File: config.mk
export PLATFORM = sky130hd
export DESIGN_NAME = unstriping_sched
export DESIGN_NICKNAME = d
export VERILOG_FILES = /design/src/rtl/unstriping_sched.sv
export SDC_FILE = /design/constraint.sdc
export NUM_CORES = 1
export LEC_CHECK = 0
export BUFFER_PORTS_ARGS = -buffer_cell sky130_fd_sc_hd__buf_2
export CORE_AREA = 2 2 46 48
export DETAILED_ROUTE_END_ITERATION = 12
export DIE_AREA = 0 0 48 50
export GPL_TIMING_DRIVEN = 0
export PLACE_DENSITY_LB_ADDON = 0.15
export RECOVER_POWER = 25
export SLEW_MARGIN = 20
export SYNTH_ARGS = -nofsm -noshare
export SYNTH_HDL_FRONTEND = slang
export SYNTH_SLANG_ARGS = --single-unit
File: constraint.sdc
create_clock -name clk_2f -period 1.4 [get_ports clk_2f]
set_clock_uncertainty 0.15 [all_clocks]
set_input_delay 0.21 -clock clk_2f [delete_from_list [all_inputs] [get_ports clk_2f]]
set_output_delay 0.21 -clock clk_2f [all_outputs]
set_load 0.1 [all_outputs]
File: src/rtl/unstriping_sched.sv
// Purpose: read scheduler for two-lane un-striping; aligns both lanes, then pops them alternately (lane 0 first).
// Latency: pop strobes are combinational from registered state; valid_out/sel_lane follow the pop by 1 cycle.
// Backpressure: a lane that is empty when its turn comes holds the turn; persistent starvation ends in STALL.
// Build option: define UNSTRIPING_WORDCNT_EN to include the delivered-word counter; otherwise word_count is 0.
module unstriping_sched #(
   parameter int ALIGN_CYCLES = 2,
   parameter int TIMEOUT      = 8,
   parameter int CNT_W        = 16
) (
   input  logic             clk_2f,
   input  logic             reset,
   input  logic             enable,
   input  logic             empty_0,
   input  logic             empty_1,
   output logic             pop_0,
   output logic             pop_1,
   output logic             sel_lane,
   output logic             valid_out,
   output logic             err_stall,
   output logic [1:0]       state,
   output logic [CNT_W-1:0] word_count
);

   typedef enum logic [1:0] {
      S_IDLE  = 2'd0,
      S_ALIGN = 2'd1,
      S_RUN   = 2'd2,
      S_STALL = 2'd3
   } state_e;

   localparam int AW = (ALIGN_CYCLES > 1) ? $clog2(ALIGN_CYCLES) : 1;
   localparam int TW = (TIMEOUT > 1) ? $clog2(TIMEOUT) : 1;
   localparam logic [AW-1:0] ALIGN_LAST   = AW'(ALIGN_CYCLES - 1);
   localparam logic [TW-1:0] TIMEOUT_LAST = TW'(TIMEOUT - 1);

   state_e        state_q, state_d;
   logic          next_lane_q, next_lane_d;
   logic [AW-1:0] align_cnt_q, align_cnt_d;
   logic [TW-1:0] stall_cnt_q, stall_cnt_d;
   logic          sel_lane_q, sel_lane_d;
   logic          valid_q, valid_d;
   logic          err_q, err_d;
   logic          pop_any;
   logic          both_rdy;
   logic          lane_rdy;

   assign both_rdy = ~empty_0 & ~empty_1;
   assign lane_rdy = next_lane_q ? ~empty_1 : ~empty_0;

   // Next-state, pop decision and registered-output updates
   always_comb begin
      state_d     = state_q;
      next_lane_d = next_lane_q;
      align_cnt_d = align_cnt_q;
      stall_cnt_d = stall_cnt_q;
      sel_lane_d  = sel_lane_q;
      valid_d     = 1'b0;
      err_d       = err_q;
      pop_any     = 1'b0;
      case (state_q)
         S_IDLE: begin
            if (enable && both_rdy) begin
               state_d     = S_ALIGN;
               align_cnt_d = '0;
            end
         end
         S_ALIGN: begin
            if (enable && both_rdy) begin
               if (align_cnt_q == ALIGN_LAST) begin
                  state_d     = S_RUN;
                  next_lane_d = 1'b0;
                  stall_cnt_d = '0;
               end else begin
                  align_cnt_d = align_cnt_q + 1'b1;
               end
            end else begin
               state_d = S_IDLE;
            end
         end
         S_RUN: begin
            if (!enable && !next_lane_q) begin
               // pair boundary: stop without popping
               state_d = S_IDLE;
            end else if (lane_rdy) begin
               pop_any     = 1'b1;
               valid_d     = 1'b1;
               sel_lane_d  = next_lane_q;
               next_lane_d = ~next_lane_q;
               stall_cnt_d = '0;
               // enable low here means lane 1 just closed the pair
               if (!enable) state_d = S_IDLE;
            end else if (stall_cnt_q == TIMEOUT_LAST) begin
               state_d = S_STALL;
               err_d   = 1'b1;
            end else begin
               stall_cnt_d = stall_cnt_q + 1'b1;
            end
         end
         S_STALL: begin
            if (!enable) state_d = S_IDLE;
         end
         default: state_d = S_IDLE;
      endcase
   end

   // Scheduler state registers
   always_ff @(posedge clk_2f) begin
      if (reset) begin
         state_q     <= S_IDLE;
         next_lane_q <= 1'b0;
         align_cnt_q <= '0;
         stall_cnt_q <= '0;
         sel_lane_q  <= 1'b0;
         valid_q     <= 1'b0;
         err_q       <= 1'b0;
      end else begin
         state_q     <= state_d;
         next_lane_q <= next_lane_d;
         align_cnt_q <= align_cnt_d;
         stall_cnt_q <= stall_cnt_d;
         sel_lane_q  <= sel_lane_d;
         valid_q     <= valid_d;
         err_q       <= err_d;
      end
   end

`ifdef UNSTRIPING_WORDCNT_EN
   logic [CNT_W-1:0] word_cnt_q, word_cnt_d;

   // Delivered-word counter, wraps naturally and survives IDLE
   always_comb begin
      word_cnt_d = word_cnt_q;
      if (pop_any) word_cnt_d = word_cnt_q + 1'b1;
   end

   // Counter register
   always_ff @(posedge clk_2f) begin
      if (reset) word_cnt_q <= '0;
      else       word_cnt_q <= word_cnt_d;
   end

   assign word_count = word_cnt_q;
`else
   assign word_count = '0;
`endif

   assign pop_0     = pop_any & ~next_lane_q;
   assign pop_1     = pop_any &  next_lane_q;
   assign sel_lane  = sel_lane_q;
   assign valid_out = valid_q;
   assign err_stall = err_q;
   assign state     = state_q;

endmodule

* Yosys cells after proc, flatten, opt, wreduce, memory -nomap -nowiden *
Index checks and enable logic that the tools add are counted.

cells by class
  add/sub/neg operators = 2
  multipliers = 0
  div/mod/pow operators = 0
  $lt $le $gt $ge = 0
  eq/ne operators = 12
  shift-type cells = 0
  mux-type cells = 27
  bitwise gates (word level) = 8
  reductions and logical operators = 13

operators with widths
  operator                                                               number
  3-bit 2-to-1 mux                                                       5
  2-bit 2-to-1 mux                                                       7
  1-bit 2-to-1 mux                                                       11
  2-bit != test, second input constant                                   5
  5-bit AND reduction                                                    2
  3-bit AND reduction                                                    3
  2-bit case mux with 4 select lines                                     1
  3-bit != test, second input constant                                   2
  3-bit case mux with 2 select lines                                     1
  1-bit NOT                                                              5
  2-bit equality test, second input constant                             2
  4-bit != test, second input constant                                   1
  1-bit case mux with 2 select lines                                     2
  4-bit AND reduction                                                    1
  2-bit nonzero test                                                     2
  3-bit by 1-bit adder with 3-bit output, second input constant          1
  1-bit bitwise AND                                                      3
  3-bit equality test, second input constant                             1
  2-bit by 1-bit equality test with 1-bit output, second input constant  1
  1-bit logical AND                                                      2
  1-bit logical NOT                                                      2
  2-bit logical NOT                                                      1
  1-bit adder, second input constant                                     1

word-level totals
  bits in registers = 10
  bits in latches = 0
  RAM bits = 0
  memory bits (read-only) = 0
  bits of input ports = 5
  output and inout bits = 23
  logic and storage cells = 69
  memories = 0

* Longest topological paths before layout *
Gate-level depths: netlist of the first run.

  word-level depth = 6
  gate-level depth with buffers = 5

* Least setup slack after synthesis of the first run *
OpenSTA, ideal clock, no wires.

  path kind = register -> output
  start point = reg state_q[1] (netlist: state[1])
  end point = out pop_0
  arrival = 3.569 ns
  slack = -2.529 ns
  cell stages (with the launch flop) = 5
  path buffers = 2
  path through = dfxtp_1 -> clkbuf_1 -> nand2b_1 -> clkbuf_1 -> nor3_1

between the ends
  longest elaborated chain between the ends = 3

RTL lines
  element                 line  RTL
  start, declared         36    state_e state_q, state_d;
  start signal, assigned  117   state_q <= state_d;
  2-bit equality test     60    case (state_q)
  1-bit 2-to-1 mux        --
  1-bit bitwise AND       147   assign pop_0 = pop_any & ~next_lane_q;
  end, declared           15    output logic pop_0,

No other way between the ends.

* Final worst setup path of the first run *
  start point = reg state_q[0] (netlist: state[0])
  end point = out pop_0

The elaborated chain is that of the path after synthesis.

==> flow_summary_export.csv, run 1 <==
group,metric,value,unit
status,status,"finished with violations",
status,failed_checks,"negative setup slack",
yosys,synthXorXnorAreaFrac,0,%
yosys,synth_top_area_share,27.44,%
clock_network,clk_latency,0.27,ns
place,io_buffers,11,
sta,max_freq,600.0,MHz
layout,diodes,0,
clock_network,clock-root-buffer,"clkbuf_4",
yosys,yosysWarnings,0,
yosys,syn_avg_cell_area,8.105,µm²
drt,vias,704,
sta,slew_violations,0,
pwr,ir_drop,386.0,µV
floorplanning,start_util,38.36,%
sta,fin_hold_ws,0.09823,ns
clock_network,clock_sinks,10,
sta,rsz0062_at_grt,"true",
critical_path,cp.required,1.04,ns
floorplanning,fp.dieW,48,µm
yosys,synth_fa_ha_area_share,3.431,%
clock_network,htree_num_levels,1,
critical_path,cp-start-kind,"flop",
drt,wirelength,1772,µm
yosys,synth-edff-count,0,
floorplanning,core,1902,µm²
clock_network,cts_buffers,3,
drt,drc_errors,0,
yosys,synth_ff_type,"dfxtp_1",
sta,timing.final.ws_setup,-0.2666,ns
yosys,synth_area,729.5,µm²
min_path,hold_path.class,"primary input to flop",
sta,finalCritPeriodShare,119.0,%
yosys,synthMuxAreaShare,2.916,%
pwr,p_leak,0.0004815,µW
yosys,yosys.area_share.simple,25.39,%
grt,grt_usage,15.31,%
sta,layout_min_cycle_time,1.667,ns
yosys,ys_seq_elements,10,
sta,final-hold-violation-count,0,
floorplanning,rows,16,
layout,final_cells,150,
drt,wire_per_inst,11.81,µm
layout,syn2layout_area_growth,55.06,%
drt,antenna_left,0,
clock_network,clockBufferDepth,2,
grt,grt_max_degree,11,
clock_network,cts_tree,"built",
layout,nFillCells,169,
layout,stdcell_area,1131,µm²
floorplanning,io_pins,28,
place,preCtsSetupSlack,-0.3332,ns
yosys,syn_inst,90,
grt,grt_pass1_vias,575,
yosys,synth_top_area_cell,"dfxtp_1",
critical_path,endpoint_kind,"primary output",
layout,multi_input_area,535.5,µm²
yosys,synth_common_cells,"16 x buf_4, 10 x dfxtp_1, 7 x nand3_1",
sta,slew_headroom,60.85,%
sta,finalSetupViolations,9,
yosys,synth-compound-area-share,19.55,%
grt,grt_overflow,0,
drt,firstDrtPassIters,4,
run,cap_viol_max_count,0,
grt,grt_pass1_wl,2622,µm
yosys,ys_seq_area_share,27.44,%
grt,antenna_found_initial,0,
place,place_congestion,0.8025,
drt,drt-initial-drc-count,13,
place,hpwl,1127,µm
floorplanning,fp.dieH,50,µm
layout,final_layout_size_suffix_gt1_share,47.97,%
pwr,power_density,706.6,nW/µm²
place,numPlacedInstances,143,
critical_path,crit_path_max_fanout,2,
critical_path,cp_data_arrival_time,1.31,ns
yosys,synth_top_family_by_area,"simple AND/OR/NAND/NOR gates",
sta,worst_slew_pin_slew,0.5873,ns
yosys,ys_types,32,
yosys,synthTopCellsByArea,"dfxtp_1 27%, buf_4 16%, nand3_1 4.8%",
place,placed_area,937.1,µm²
yosys,yosysMostFrequentCell,"buf_4",
drt,vias_per_cell,4.693,
clock_network,path_clk_slew,0.07,ns
yosys,async_reset_ff_share,0,%
layout,final_nets,131,
layout,regArea,211.5,µm²
critical_path,criticalPathCategory,"flop to primary output",
floorplanning,die_area,2400,µm²
stage by stage:
stage,TNS (ns),util (%),power (µW)
after CTS,-1.944,57.17,798.7
after global routing,-1.927,59.47,829.9
final,-1.597,59.47,799.2
after global placement,-1.597,49.28,570.8
after floorplan,-2.713,-,551.3
after detailed placement,-1.729,49.28,570.1
registers in the layout, summed over array words and instances (netlist names):
name         cells
stall_cnt_q      3
sel_lane         1
valid_out        1
align_cnt_q      1
next_lane_q      1
state            2
err_stall        1
path summary, 6_finish.rpt:
kind             start        endpoint  slack, ns  cells after the start
max           state[0]           pop_0      -0.27                      4
min              reset  stall_cnt_q[1]        0.1                      4
max reg2reg   state[1]        state[0]      -0.22                      3
min reg2reg  err_stall       err_stall       0.31                      2
layout make-up:
type,instances,share of cell area (%)
buffer,20,14.71
clock buffer,4,2.323
inverter,2,0.6637
multi-input combinational,71,47.35
sequential,10,18.69
tap,27,2.987
timing repair buffer,16,13.27
worst max-delay path, cell delays in order, from the launching register on:
cell      delay [ns]
dfxtp_4         0.35
buf_8           0.11
nand2b_4        0.14
nor3_4          0.23
buf_12          0.20
cell families after synthesis:
group / count (synthesis)
fa+ha+maj: 2
buf+inv: 24
mux: 2
other cells: 1
simple gates: 31
flops: 10
compound gates: 20
per-layer routing:
metal	share of wire, %	track usage [%]	wire, µm	vias up
met3	6.1	3.297	108	7
met4	3.0	6.757	54	0
met1	44	21.11	788	311
met5	0	0	0	-
li1	-	-	-	355
met2	46	22.22	820	31
cell usage in the layout, fill, tap and decap left out, types with 3 or more instances in the layout:
cell type,Yosys,routed
nor2b_1,3,3
conb_1,1,16
clkbuf_4,0,6
dfxtp_1,10,5
nand3_1,7,7
buf_2,1,6
o21ai_0,5,5
buf_4,16,18
buf_12,0,3
dfxtp_2,0,3
nor2_1,5,4
o211ai_1,4,4
o221ai_2,0,3
repair_timing:
item	CTS	global route
gates cloned	0	0
endpoints found under the setup margin	11	13
resized for setup	23	11
hold buffers	0	0
buffers inserted	4	2
pin swaps	7	7
hold endpoints to repair	0	0
power breakdown:
group / internal (µW) / switching, µW / total (µW)
combinational: 59.2 / 239 / 298
clock: 110 / 106 / 216
sequential: 283 / 1.53 / 285
total: 453 / 346 / 799
(Power assumes the default switching activity.)
==> inputs of run 2 (changes only) <==
Clock period 1.4 ns to 1.9 ns, I/O delays scaled along.
==> flow_summary_export.csv, run 2 (synthesis gave the netlist of run 1 again) <==
group,metric,value,unit
critical_path,cp.required,1.46,ns
sta,layout_min_cycle_time,1.799,ns
drt,wire_per_inst,10.55,µm
sta,slew_headroom,64.41,%
clock_network,clk_latency,0.26,ns
sta,slew_violations,0,
pwr,power_frac_clock,25.7,%
pwr,combinationalPowerShare,36.3,%
pwr,power_frac_seq,38.1,%
drt,wirelength,1530,µm
run,cap_viol_max_count,0,
layout,final_nets,127,
drt,vias_per_cell,4.745,
grt,grt_pass1_wl,2352,µm
sta,finalCritPeriodShare,94.70,%
clock_network,clock_sinks,10,
floorplanning,fp.dieH,50,µm
pwr,intPower,317.2,µW
place,placed_area,929.6,µm²
layout,syn2layout_area_growth,32.42,%
clock_network,cts_buffers,3,
place,preCtsSetupSlack,0.1153,ns
critical_path,cp-start-kind,"flop",
clock_network,path_clk_slew,0.06,ns
drt,drt-initial-drc-count,20,
sta,worst_slew_pin_slew,0.5361,ns
critical_path,cp_data_arrival_time,1.36,ns
floorplanning,die_area,2400,µm²
layout,regArea,203.9,µm²
min_path,hold_path.class,"primary input to flop",
layout,nFillCells,195,
pwr,p_leak,0.0004475,µW
sta,timing.final.ws_setup,0.1007,ns
floorplanning,io_pins,28,
place,place_congestion,0.8682,
critical_path,endpoint_kind,"primary output",
grt,grt_max_degree,11,
clock_network,clockBufferDepth,2,
floorplanning,start_util,38.36,%
clock_network,clock-root-buffer,"clkbuf_4",
drt,drc_errors,0,
floorplanning,core,1902,µm²
layout,diodes,0,
drt,antenna_left,0,
floorplanning,fp.dieW,48,µm
layout,multi_input_area,460.4,µm²
place,io_buffers,11,
layout,stdcell_area,965.9,µm²
pwr,p_total,559.5,µW
clock_network,cts_setup_buffers,0,
drt,vias,688,
critical_path,crit_path_max_fanout,11,
layout,layout_common_cells,"16 x buf_4, 16 x conb_1, 9 x buf_2, 9 x dfxtp_1, 7 x nand3_1",
sta,rsz0062_at_grt,"false",
grt,grt_usage,13.79,%
sta,finalSetupViolations,0,
layout,final_layout_size_suffix_gt1_share,34.75,%
pwr,ir_drop,388.0,µV
grt,grt_overflow,0,
clock_network,cts_tree,"built",
place,hpwl,1147,µm
status,status,"finished clean",
critical_path,criticalPathCategory,"flop to primary output",
drt,firstDrtPassIters,4,
sta,max_freq,555.8,MHz
pwr,switchingPower,242.3,µW
floorplanning,rows,16,
grt,grt_pass1_vias,548,
clock_network,htree_num_levels,1,
layout,postLayoutCoreUtil,50.79,%
pwr,power_density,579.2,nW/µm²
layout,largest_reg_flops,3,
sta,final-hold-violation-count,0,
layout,largest-register,"stall_cnt_q",
pwr,p_sw_share,43.30,%
grt,antenna_found_initial,0,
[run 2: changes by cell type in the layout (fill, tap and decap cells not counted), sizes merged]
cell / previous run / this run
buf: 30 / 27
clkbuf: 10 / 8
[run 2: worst paths after layout]
check	from	endpoint	slack (ns)	cells past startpoint
setup / recovery	state[0]	pop_0	0.10	4
hold / removal	reset	stall_cnt_q[1]	0.20	4
setup reg to reg	state[1]	state[0]	0.19	4
hold reg to reg	err_stall	err_stall	0.31	2
[run 2: area by class of cell]
cell class | count | area share (%)
multi-input combinational | 71 | 47.67
sequential | 10 | 21.11
timing repair buffer | 11 | 7.902
tap | 27 | 3.497
buffer | 21 | 16.71
clock buffer | 3 | 2.332
inverter | 2 | 0.7772
[run 2: timing repair]
action	4_1_cts	5_1_grt
hold buffers	0	0
resized for setup	5	2
setup endpoints to repair	2	2
[run 2: layer usage]
layer | wire, µm | share of wire, % | track usage (%) | up-vias
met5 | 0 | 0 | 0 | -
met4 | 19 | 1.2 | 6.757 | 0
met3 | 114 | 7.5 | 4.396 | 4
met2 | 707 | 46 | 19.11 | 34
met1 | 688 | 45 | 18.64 | 303
li1 | - | - | - | 347
[run 2: power by group through the flow]
| stage | clock (µW) | combinational (µW) | sequential, µW |
|---|---|---|---|
| floorplan | 0 | 182 | 223 |
| global placement | 0 | 204 | 214 |
| detailed placement | 0 | 205 | 214 |
| CTS | 151 | 205 | 210 |
| global route | 159 | 210 | 213 |
| finish | 144 | 203 | 213 |
[run 2: per-stage QoR]
stage | hold slack, ns | setup TNS [ns] | instances
after floorplan | 0.3107 | -0.2169 | 105
after detailed placement | 0.3093 | 0 | 143
final | 0.1985 | 0 | 145
after global placement | 0.2825 | 0 | 143
after global routing | 0.2097 | 0 | 145
after CTS | 0.1992 | 0 | 146
[run 2: critical path, stage by stage (launching register included)]
cell      delay, ns
dfxtp_1        0.41
nand2b_4       0.19
clkbuf_8       0.16
nor3_4         0.15
buf_12         0.20
==> inputs of run 3 (changes only) <==
--- a/config.mk
+++ b/config.mk
@@ -7,4 +7,5 @@
 export LEC_CHECK = 0
 export BUFFER_PORTS_ARGS = -buffer_cell sky130_fd_sc_hd__buf_2
+export CAP_MARGIN = 20
 export CORE_AREA = 2 2 46 48
 export DETAILED_ROUTE_END_ITERATION = 12
--- a/constraint.sdc
+++ b/constraint.sdc
@@ -3,3 +3,3 @@
 set_input_delay 0.285 -clock clk_2f [delete_from_list [all_inputs] [get_ports clk_2f]]
 set_output_delay 0.285 -clock clk_2f [all_outputs]
-set_load 0.1 [all_outputs]
+set_load 0.02 [all_outputs]
==> flow_summary_export.csv, run 3 (synthesis gave the netlist of run 1 again) <==
group,metric,value,unit
grt,grt_pass1_wl,2497,µm
pwr,p_sw_share,28.95,%
clock_network,path_clk_slew,0.06,ns
drt,drc_errors,0,
place,preCtsSetupSlack,0.1597,ns
layout,final_layout_size_suffix_gt1_share,28.45,%
layout,layout_common_cells,"16 x buf_4, 16 x conb_1, 9 x buf_2, 8 x dfxtp_1, 7 x nand3_1",
critical_path,ff2ff_path_depth,4,
critical_path,path_cells,"nand2b_1, nor3_1, buf_2",
critical_path,r2r_end,"state[0]",
status,status,"finished clean",
critical_path,cp-start-kind,"flop",
sta,setup_tns,0,ns
grt,grt_pass1_vias,607,
layout,syn2layout_area_growth,21.27,%
critical_path,startpoint,"state[0]",
sta,final-hold-violation-count,0,
layout,multi_input_area,434.2,µm²
pwr,intPower,317.9,µW
pwr,power_frac_clock,33.1,%
place,hpwl,1167,µm
clock_network,clockBufferDepth,2,
drt,drt-initial-drc-count,19,
sta,max_freq,571.9,MHz
drt,antenna_left,0,
grt,antenna_found_initial,0,
drt,firstDrtPassIters,4,
sta,timing.final.ws_setup,0.1516,ns
critical_path,reg2reg_setup_slack,0.16,ns
floorplanning,rows,16,
grt,grt_usage,14.88,%
critical_path,cp_data_arrival_time,1.31,ns
drt,vias,681,
layout,diodes,0,
sta,rsz0062_at_grt,"false",
layout,nFillCells,212,
critical_path,endpoint_kind,"primary output",
clock_network,cts_tree,"built",
critical_path,crit_path_max_fanout,11,
grt,grt_max_degree,13,
pwr,combinationalPowerShare,18.9,%
layout,largest_reg_flops,3,
sta,layout_min_cycle_time,1.748,ns
critical_path,endpoint,"pop_0",
clock_network,hold_buffers,0,
floorplanning,core,1902,µm²
run,cap_viol_max_count,0,
critical_path,criticalPathCategory,"flop to primary output",
drt,wirelength,1543,µm
pwr,ir_drop,254.3,µV
layout,postLayoutCoreUtil,46.51,%
pwr,power_frac_seq,48.0,%
min_path,hold_path.class,"primary input to flop",
floorplanning,fp.dieW,48,µm
clock_network,cts_buffers,3,
clock_network,clk_latency,0.27,ns
critical_path,slowest_delay,0.37,ns
critical_path,cpMaxStageDelayCell,"dfxtp_2",
floorplanning,die_area,2400,µm²
pwr,p_leak,0.0004109,µW
layout,final_nets,125,
clock_network,clock_sinks,10,
layout,regArea,202.7,µm²
drt,vias_per_cell,4.762,
sta,finalSetupViolations,0,
floorplanning,start_util,38.36,%
clock_network,htree_num_levels,1,
critical_path,cp.required,1.46,ns
drt,wire_per_inst,10.79,µm
place,io_buffers,11,
floorplanning,io_pins,28,
sta,finalCritPeriodShare,92.02,%
pwr,switchingPower,129.5,µW
place,place_congestion,0.8354,
clock_network,clock-root-buffer,"clkbuf_4",
layout,largest-register,"stall_cnt_q",
grt,grt_overflow,0,
pwr,power_density,505.7,nW/µm²
sta,slew_violations,0,
sta,fin_hold_ws,0.1837,ns
floorplanning,fp.dieH,50,µm
critical_path,r2r-start,"state[1]",
## run 3: per-layer routing
metal | global-route usage, % | wire length (µm) | vias to the layer above
met3 | 2.564 | 72 | 5
li1 | - | - | 346
met4 | 12.16 | 57 | 0
met2 | 23.33 | 711 | 22
met1 | 16.41 | 702 | 308
met5 | 0 | 0 | -
## run 3: worst max-delay path, delay by kind of cell, from the launching register on
family / cells / cell delay [ns]
DFF: 1 / 0.37
and+or+nand+nor: 2 / 0.48
buffers and inverters: 1 / 0.18
## run 3: worst min-delay path by stage
stage / from / cells after the start / slack (ns) / end
2_1_floorplan: empty_1 / 2 / 0.32 / next_lane_q
3_3_place_gp: err_stall / 2 / 0.28 / err_stall
3_5_place_dp: err_stall / 2 / 0.29 / err_stall
4_1_cts: reset / 4 / 0.18 / stall_cnt_q[1]
5_1_grt: reset / 4 / 0.20 / stall_cnt_q[1]
6_report: reset / 4 / 0.18 / stall_cnt_q[1]
## run 3: power by group through the flow
stage	clock network (µW)	logic, µW	registers (µW)
global placement	0	85.3	216
detailed placement	0	85.8	216
CTS	158	82.6	214
global route	163	91.8	215
finish	148	84.6	215
floorplan	0	70.8	218
## run 3: area by class of cell
cell class / count / area share [%]
Buffer: 19 / 14.99
Clock buffer: 3 / 2.546
Inverter: 2 / 0.8487
Multi-Input combinational cell: 71 / 49.08
Sequential cell: 10 / 22.91
Tap cell: 27 / 3.819
Timing Repair Buffer: 11 / 5.799
## run 3: metrics by stage
| step | std cells | area [µm²] | power, µW |
|---|---|---|---|
| global placement | 143 | 874.6 | 301.7 |
| detailed placement | 143 | 874.6 | 302.2 |
| CTS | 144 | 890.9 | 454.6 |
| floorplan | 105 | 785.8 | 288.6 |
| global route | 143 | 884.6 | 469.6 |
| finish | 143 | 884.6 | 447.4 |
## run 3: repair_timing
| action | CTS | global route |
|---|---|---|
| gates resized for setup | 1 | 1 |
| setup buffers | 0 | 0 |
| setup endpoints to repair | 2 | 3 |
